--- config.mk ---
export PLATFORM = sky130hd
export DESIGN_NAME = uv_recon_ctrl
export DESIGN_NICKNAME = d
export VERILOG_FILES = /design/src/rtl/uv_recon_ctrl.sv
export SDC_FILE = /design/constraint.sdc
export NUM_CORES = 1
export LEC_CHECK = 0
export ABC_AREA = 1
export CAP_MARGIN = 20
export CORE_UTILIZATION = 48
export DETAILED_ROUTE_END_ITERATION = 12
export GPL_ROUTABILITY_DRIVEN = 0
export GPL_TIMING_DRIVEN = 0
export PLACE_DENSITY = 0.85
export SLEW_MARGIN = 25
export SYNTH_ARGS = -nofsm -noshare
export SYNTH_HDL_FRONTEND = slang
export SYNTH_SLANG_ARGS = --single-unit
export TNS_END_PERCENT = 30
--- constraint.sdc ---
create_clock -name clk -period 3.6 [get_ports clk]
set_input_delay 0.72 -clock clk [delete_from_list [all_inputs] [get_ports clk]]
set_output_delay 0.72 -clock clk [all_outputs]
set_load 0.01 [all_outputs]
--- src/rtl/uv_recon_ctrl.sv ---
// -----------------------------------------------------------------------------
// uv_recon_ctrl
//   Sequences macroblocks through the chroma reconstruction datapath. It walks
//   a frame in raster order and runs one MB at a time: input handshake, start
//   pulse, wait for done, then output handshake. It also owns the chroma
//   error-diffusion state: the left_derr register and the top_derr line RAM.
//
// Build option:
//   UV_ERR_DIFFUSION_EN - when defined, the controller instantiates the
//   top_derr line RAM and the left_derr register, and runs CLEAR before each
//   frame. When undefined, left_derr and top_derr are tied to 0, CLEAR is
//   skipped and STORE is an empty cycle, so MB timing is unchanged.
//
// Ports:
//   clk, rst_n           clock, asynchronous active-low reset
//   frame_start          1-cycle pulse; latches mb_w/mb_h; ignored while busy
//   mb_w, mb_h           frame size in MBs (mb_w clamped to MAX_MB_W)
//   busy                 high from frame accept until frame_done
//   in_valid / in_ready  input handshake for the current MB
//   recon_start          1-cycle datapath start pulse
//   recon_x, recon_y     current MB column / row
//   recon_done           datapath done pulse, recon_derr valid in same cycle
//   recon_derr           {V e2,e1,e0, U e2,e1,e0}, signed 8b each
//   left_derr            {V l1,l0, U l1,l0}, signed 8b each
//   top_derr_en/addr     datapath read port of the top_derr RAM
//   top_derr             RAM read data, 1-cycle latency
//   out_valid/out_ready  output handshake for the finished MB
//   frame_done           1-cycle pulse after the last MB's out handshake
// -----------------------------------------------------------------------------
module uv_recon_ctrl #(
  parameter int MAX_MB_W = 128,
  parameter int AW       = 7
) (
  input  logic        clk,
  input  logic        rst_n,
  input  logic        frame_start,
  input  logic [9:0]  mb_w,
  input  logic [9:0]  mb_h,
  output logic        busy,
  input  logic        in_valid,
  output logic        in_ready,
  output logic        recon_start,
  output logic [9:0]  recon_x,
  output logic [9:0]  recon_y,
  input  logic        recon_done,
  input  logic [47:0] recon_derr,
  output logic [31:0] left_derr,
  input  logic        top_derr_en,
  input  logic [9:0]  top_derr_addr,
  output logic [31:0] top_derr,
  output logic        out_valid,
  input  logic        out_ready,
  output logic        frame_done
);

  typedef enum logic [2:0] {
    S_IDLE,
    S_CLEAR,
    S_WAIT_IN,
    S_START,
    S_RUN,
    S_STORE,
    S_OUT
  } state_e;

  state_e      state_q;
  logic [9:0]  mb_w_q, mb_h_q, x_q, y_q, clr_q;
  logic        busy_q, in_ready_q, recon_start_q, out_valid_q, frame_done_q;

  logic [9:0]  mb_w_clamp_d;
  logic        last_col_d, last_row_d, clear_last_d;

  assign mb_w_clamp_d = (mb_w > 10'(MAX_MB_W)) ? 10'(MAX_MB_W) : mb_w;
  assign last_col_d   = (x_q == mb_w_q - 10'd1);
  assign last_row_d   = (y_q == mb_h_q - 10'd1);
  assign clear_last_d = (clr_q == mb_w_q - 10'd1);

  always_ff @(posedge clk or negedge rst_n) begin
    if (!rst_n) begin
      state_q       <= S_IDLE;
      mb_w_q        <= '0;
      mb_h_q        <= '0;
      x_q           <= '0;
      y_q           <= '0;
      clr_q         <= '0;
      busy_q        <= 1'b0;
      in_ready_q    <= 1'b0;
      recon_start_q <= 1'b0;
      out_valid_q   <= 1'b0;
      frame_done_q  <= 1'b0;
    end else begin
      recon_start_q <= 1'b0;
      frame_done_q  <= 1'b0;
      case (state_q)
        S_IDLE: begin
          if (frame_start) begin
            mb_w_q <= mb_w_clamp_d;
            mb_h_q <= mb_h;
            x_q    <= '0;
            y_q    <= '0;
            clr_q  <= '0;
            if (mb_w == '0 || mb_h == '0) begin
              // Empty frame: acknowledge immediately, never go busy.
              frame_done_q <= 1'b1;
            end else begin
              busy_q <= 1'b1;
`ifdef UV_ERR_DIFFUSION_EN
              state_q <= S_CLEAR;
`else
              state_q    <= S_WAIT_IN;
              in_ready_q <= 1'b1;
`endif
            end
          end
        end
        S_CLEAR: begin
          // One RAM entry zeroed per cycle, mb_w cycles in total.
          clr_q <= clr_q + 10'd1;
          if (clear_last_d) begin
            state_q    <= S_WAIT_IN;
            in_ready_q <= 1'b1;
          end
        end
        S_WAIT_IN: begin
          if (in_valid && in_ready_q) begin
            in_ready_q    <= 1'b0;
            recon_start_q <= 1'b1;
            state_q       <= S_START;
          end
        end
        S_START: state_q <= S_RUN;
        S_RUN: begin
          if (recon_done) state_q <= S_STORE;
        end
        S_STORE: begin
          state_q     <= S_OUT;
          out_valid_q <= 1'b1;
        end
        S_OUT: begin
          if (out_ready) begin
            out_valid_q <= 1'b0;
            if (!last_col_d) begin
              x_q        <= x_q + 10'd1;
              state_q    <= S_WAIT_IN;
              in_ready_q <= 1'b1;
            end else begin
              x_q <= '0;
              y_q <= y_q + 10'd1;
              if (last_row_d) begin
                frame_done_q <= 1'b1;
                busy_q       <= 1'b0;
                state_q      <= S_IDLE;
              end else begin
                state_q    <= S_WAIT_IN;
                in_ready_q <= 1'b1;
              end
            end
          end
        end
        default: state_q <= S_IDLE;
      endcase
    end
  end

  assign busy        = busy_q;
  assign in_ready    = in_ready_q;
  assign recon_start = recon_start_q;
  assign recon_x     = x_q;
  assign recon_y     = y_q;
  assign out_valid   = out_valid_q;
  assign frame_done  = frame_done_q;

`ifdef UV_ERR_DIFFUSION_EN
  logic [47:0]   derr_q;
  logic [31:0]   left_q, top_q;
  logic [31:0]   mem [MAX_MB_W];
  logic          ram_we;
  logic [AW-1:0] ram_waddr;
  logic [31:0]   ram_wdata;
  logic [31:0]   calc_u, calc_v;
  logic [31:0]   store_left_d, store_top_d;

  // One channel {e2,e1,e0} -> {t1,t0,l1,l0}. 3*e2 needs 10 signed bits;
  // >>> floors toward -inf. t1 is taken modulo 256.
  function automatic logic [31:0] diffuse(input logic [23:0] e);
    logic signed [9:0] e2, prod;
    logic [7:0]        l1, t1;
    e2   = {{2{e[23]}}, e[23:16]};
    prod = e2 * 10'sd3;
    l1   = 8'(prod >>> 2);
    t1   = e[23:16] - l1;
    return {t1, e[15:8], l1, e[7:0]};
  endfunction

  assign calc_u       = diffuse(derr_q[23:0]);
  assign calc_v       = diffuse(derr_q[47:24]);
  assign store_left_d = {calc_v[15:0], calc_u[15:0]};
  assign store_top_d  = {calc_v[31:16], calc_u[31:16]};

  // Writes only happen in CLEAR and STORE; the datapath reads only in RUN,
  // so the single write port never collides with a read.
  assign ram_we    = (state_q == S_CLEAR) || (state_q == S_STORE);
  assign ram_waddr = (state_q == S_CLEAR) ? clr_q[AW-1:0] : x_q[AW-1:0];
  assign ram_wdata = (state_q == S_CLEAR) ? '0 : store_top_d;

  always_ff @(posedge clk or negedge rst_n) begin
    if (!rst_n) begin
      derr_q <= '0;
      left_q <= '0;
    end else begin
      case (state_q)
        S_CLEAR: left_q <= '0;
        S_RUN:   if (recon_done) derr_q <= recon_derr;
        S_STORE: left_q <= store_left_d;
        S_OUT:   if (out_ready && last_col_d) left_q <= '0;
        default: ;
      endcase
    end
  end

  always_ff @(posedge clk) begin
    if (ram_we) mem[ram_waddr] <= ram_wdata;
  end

  always_ff @(posedge clk or negedge rst_n) begin
    if (!rst_n) top_q <= '0;
    else if (top_derr_en) top_q <= mem[top_derr_addr[AW-1:0]];
  end

  assign left_derr = left_q;
  assign top_derr  = top_q;

  logic unused_addr_hi;
  assign unused_addr_hi = ^top_derr_addr[9:AW];
`else
  assign left_derr = '0;
  assign top_derr  = '0;

  logic unused_diffusion;
  assign unused_diffusion = ^{recon_derr, top_derr_en, top_derr_addr};
`endif

endmodule

==> results.txt, run 1 <==
Setup CP Type - flip-flop to flip-flop
Critical-path top delay cell - dfrtp_1
core area - 8850 µm²
clock sinks - 58
DR vias/cell - 4.99
Worst VDD drop - 0.447 mV
Worst setup SP type - flip-flop
Starting Density - 0.504
Die Ht - 98.4 µm
DRC violations left - 5
commonest non-fill, non-tap cell in the layout - nand2_1
post-synthesis cell count - 642
dpl hpwl - 8380 µm
cell family with most CP delay - simple AND/OR/NAND/NOR gates
CTS Hold Bufs - 0
Inserted Clock Buffers - 9
top post-synthesis cells by area - dfrtp_1, nand2_1, buf_4
maxcap violations - 0
post-synthesis sequential area ratio - 0.326
Detail Route Antenna Nets - 0
min Tclk post-route - 2430 ps
Worst EP required - 3830 ps
Seq cells post-synth - 58
worst-skew pair later-pin latency - 340 ps
Synth Area in XOR/XNOR - 0.0295
Lkg Pwr - 0.00285 µW
Fillers - 782
Post-Place Cell Area - 5360 µm²
post-layout instance area - 5580 µm²
status - finished, violations left
CTS tree - built
number of setup buffers added after CTS - 0
row cnt - 34
Finish-stage setup viols - 0
GRT Total Usage - 0.243
Post-Synth Adder-Cell Area - 0.0140
multiplexer share of the synthesized area - 0
most frequent cells in the layout - nand2_1, inv_1, nor2_1
fin crit share - 0.674
count of cell types in the netlist - 40
routed wl met3 - 851 µm
Final Skew - 3.69 ps
nets - 857
Cells after DPL - 864
Worst Hold Class - input pin to async pin
die width - 98.4 µm
clock buffer depth - 2
Mean Syn Cell Area - 6.94 µm²
first-pass GRT wire length - 18900 µm
synthesized cell area - 4460 µm²
simple-gate share of the synthesized area - 0.359
WL met1 - 4330 µm
Area Growth Syn to Fin - 25.2%
final hold vios - 0
antenna violations before repair - 0
fmax - 0.412 GHz
most common cell type on the critical path - nand2_1
Synth warnings - 0
CTS Root Cell - clkbuf_8
Finished Layout Cells - 880
crit path cell chain - inv_2, ha_1, nand2_1, nor2_1, nand2_1, nand3_1, nand2_1, nand2_1, nor2_2, a21oi_4, nor2_8, buf_6, nand2_2, o21ai_2
H-tree levels - 3
Power Density - 741 nW/µm²
io pins - 174
average wire per standard cell - 12.3 µm
compound-gate portion of the synthesized area - 0.0842
failing checks - design-rule violations
Crit path buffers/inverters - 2
crit end category - flip-flop
largest family of logic cells by synthesized area - simple AND/OR/NAND/NOR gates
largest net degree at the start of global routing - 46
metal2 WL - 5330 µm
CP arrival - 2660 ps
via count - 4391
Final Util - 0.631
drt pass-1 iters - 9
unrepaired setup endpoints after global routing - no
Slew Viols, Final - 0
vias in the first global route - 4146
PortBufs - 50
die area - 9680 µm²
initial DRC count - 345
Post-Route WL - 10900 µm
cell taking the most area after synthesis - dfrtp_1
Top Layer Used - met4
fraction of final layout cells sized beyond drive strength 1 - 0.170
CP Max Fanout - 10
gr ovfl total - 0
CTS resizes - 0
diode count - 0
Synth top area share - 0.326
Largest stage delay, worst path - 420 ps
clk slew on worst S/H paths - 70 ps
layout make-up:
| cell class | count | area (µm²) | share of cell area |
|---|---|---|---|
| Buffer | 71 | 524 | 0.0939 |
| Clock buffer | 10 | 138 | 0.0247 |
| Clock inverter | 6 | 90.1 | 0.0161 |
| Inverter | 82 | 308 | 0.0551 |
| Multi-Input combinational cell | 494 | 2410 | 0.432 |
| Sequential cell | 58 | 1450 | 0.260 |
| Tap cell | 108 | 135 | 0.0242 |
| Timing Repair Buffer | 51 | 526 | 0.0941 |
path summary, 6_finish.rpt:
check	from	endpoint	slack, ps	cells after the start
max	mb_w_q[0]	recon_y[7]	1170	14
min	rst_n	recon_x[8]	220	1
max reg2reg	mb_w_q[0]	recon_y[7]	1170	14
min reg2reg	out_valid	out_valid	480	2
max in group asynchronous	rst_n	mb_h_q[5]	2880	2
min in group clk	out_valid	out_valid	480	2
per-layer routing:
layer  track usage  up-vias
met1         0.295     1977
met5             0        -
met3        0.0558       39
li1              -     2157
met2         0.414      218
met4        0.0999        0
state kept, by name, summed over array words and instances (netlist names):
| register | count |
|---|---|
| recon_x | 10 |
| clr_q | 10 |
| mb_h_q | 10 |
| in_ready | 1 |
| recon_y | 10 |
| recon_start | 1 |
| state_q | 3 |
| mb_w_q | 10 |
| busy | 1 |
| out_valid | 1 |
| frame_done | 1 |
kinds of logic (layout without fill, tap and decap cells):
family,count (synthesis),in the layout
AOI/OAI and AO/OA,62,62
xor gates and xnor gates,15,15
adders and majority gates,5,5
buffers and inverters,153,220
DFF,58,58
other,1,64
and+or+nand+nor,348,348
stage by stage:
step,setup WS [ps],total power (µW),hold slack (ps),setup TNS (ps)
floorplan,1610,2800,424,0
global placement,-8.81,3290,465,-251
detailed placement,1180,3390,468,0
CTS,1210,4120,216,0
global route,956,4540,222,0
finish,1170,4140,221,0
where the power goes:
| part | internal, µW | switching, µW | leakage [µW] |
|---|---|---|---|
| clock network | 408 | 282 | 0.000101 |
| logic | 855 | 1500 | 0.00198 |
| registers | 853 | 242 | 0.000770 |
Yosys cell counts (all sizes together):
library cell    n
a21oi          14
clkbuf          2
or2             1
o22ai           7
a22oi           1
clkinv          1
a31oi           1
inv            81
nand2         179
ha              5
conb            1
nand3          65
dfrtp          58
xnor2           2
o21ai          37
xor2           13
nor3           10
nand4           3
buf            69
nor2           77
nor4            5
nor3b           2
nor2b           1
nand3b          5
o32ai           2
Note: power is estimated with default switching activity, not from simulation.
==> run 2: changes to the inputs <==
- CORE_UTILIZATION: 48 -> 45
- PLACE_DENSITY: 0.85 -> 0.8
- clock period: 3.6 -> 2.52 ns (I/O delays scaled with it)
==> run 2 against run 1 <==
Total power increased by 40%. Core utilization is 3.9 points lower. Fmax is 1.1% higher. Clock power rose by 27%. Sequential share of layout area about the same. The flow now finishes without violations. Wire length increased by 1.4%. Global-route usage is 1.9 points lower. Non-clock buffer count unchanged. Via count down 1.4%. Register-to-register slack worse by 1100 ps. Die area is 6.5% higher. Highest routed layer unchanged.
==> results.txt, run 2 (synthesis gave the netlist of run 1 again) <==
vias in the first global route - 4040
io pins - 174
GRT Total Usage - 0.224
most frequent cells in the layout - nand2_1, inv_1, nor2_1
Post-Place Cell Area - 5370 µm²
Die Ht - 102 µm
Worst Hold Class - input pin to async pin
fin crit share - 0.953
Register-to-Register Setup Slack - 120 ps
row cnt - 35
Inserted Clock Buffers - 9
CTS Hold Bufs - 0
Setup CP Type - flip-flop to flip-flop
Worst Slack Setup Final - 117 ps
diode count - 0
via count - 4329
reg2reg end - recon_y[7]
DRC violations left - 0
first-pass GRT wire length - 18100 µm
Starting Density - 0.473
antenna violations before repair - 0
initial DRC count - 267
Detail Route Antenna Nets - 0
commonest non-fill, non-tap cell in the layout - nand2_1
Area Growth Syn to Fin - 25.1%
average wire per standard cell - 12.2 µm
die area - 10300 µm²
TNS Setup - 0 ps
CTS Root Cell - clkbuf_8
Worst VDD drop - 0.548 mV
DP Worst Slack - 167 ps
fmax - 0.416 GHz
nets - 857
clk slew on worst S/H paths - 70 ps
Worst setup SP type - flip-flop
CTS tree - built
clock sinks - 58
maxcap violations - 0
Least-Margin Pin Slew - 602 ps
final hold slack - 31.0 ps
number of setup buffers added after CTS - 0
Worst R2R Start - mb_w_q[0]
die width - 102 µm
H-tree levels - 3
drt pass-1 iters - 5
min Tclk post-route - 2400 ps
Slew Viols, Final - 0
gr ovfl total - 0
worst-skew pair later-pin latency - 340 ps
CP arrival - 2660 ps
Finish-stage setup viols - 0
post-layout instance area - 5580 µm²
status - finished, final reports clean
CTS resizes - 0
Post-Route WL - 11000 µm
Power Density - 1040 nW/µm²
Power Total - 5800 µW
reg2reg path depth - 15
Lkg Pwr - 0.00285 µW
Worst EP required - 2780 ps
largest net degree at the start of global routing - 42
fraction of final layout cells sized beyond drive strength 1 - 0.168
PortBufs - 50
final hold vios - 0
clock buffer depth - 2
Final Skew - 9.78 ps
dpl hpwl - 8670 µm
CP Max Fanout - 10
core area - 9420 µm²
DR vias/cell - 4.80
Slew HR - 0.596
crit end category - flip-flop
[run 2: how the worst max path moves through the flow]
stage               slack, ps          to  cells past startpoint       from
detailed placement        170  recon_y[8]                     15  mb_w_q[0]
global placement         -870  recon_y[1]                      1      rst_n
finish                    120  recon_y[7]                     15  mb_w_q[0]
floorplan                 530  recon_y[3]                     14  mb_w_q[0]
CTS                       150  recon_y[7]                     15  mb_w_q[0]
global route              -10        busy                     14  mb_h_q[0]
[run 2: final cells by class]
cell class | instances | area (µm²)
buffer | 71 | 524
clock buffer | 14 | 163
clock inverter | 2 | 35.0
fill | 874 | 3840
inverter | 82 | 312
multi-input combinational | 494 | 2410
sequential | 58 | 1450
tap | 129 | 161
timing repair buffer | 51 | 518
[run 2: where the power goes]
part / leakage, µW / internal, µW / total, µW / switching [µW]
registers: 0.000770 / 1220 / 1580 / 357
logic: 0.00198 / 1230 / 3350 / 2120
clock network: 0.000101 / 511 / 875 / 364
[run 2: through the flow]
step / util / cells
after floorplan: - / 705
after global placement: 0.569 / 884
after detailed placement: 0.571 / 885
after CTS: 0.592 / 901
after global routing: 0.592 / 901
final: 0.592 / 901
[run 2: worst max-delay path, stage by stage, from the launching register on]
cell and delay (ps):
dfrtp_1 410, inv_2 120, ha_2 370, inv_1 80, nand2_1 60, nand2_1 40
nor2_1 100, nand3_1 70, nor2_1 140, nand3_1 110, nor2_2 190, a21oi_4 140
nor2_8 180, buf_6 200, nand2_2 60, o21ai_2 50
[run 2: metal layers]
metal | wire (µm) | up-vias | global-route usage
li1 | - | 2165 | -
met1 | 4630 | 1978 | 0.274
met2 | 5460 | 163 | 0.385
met3 | 660 | 23 | 0.0442
met4 | 244 | 0 | 0.0925
met5 | 0 | - | 0
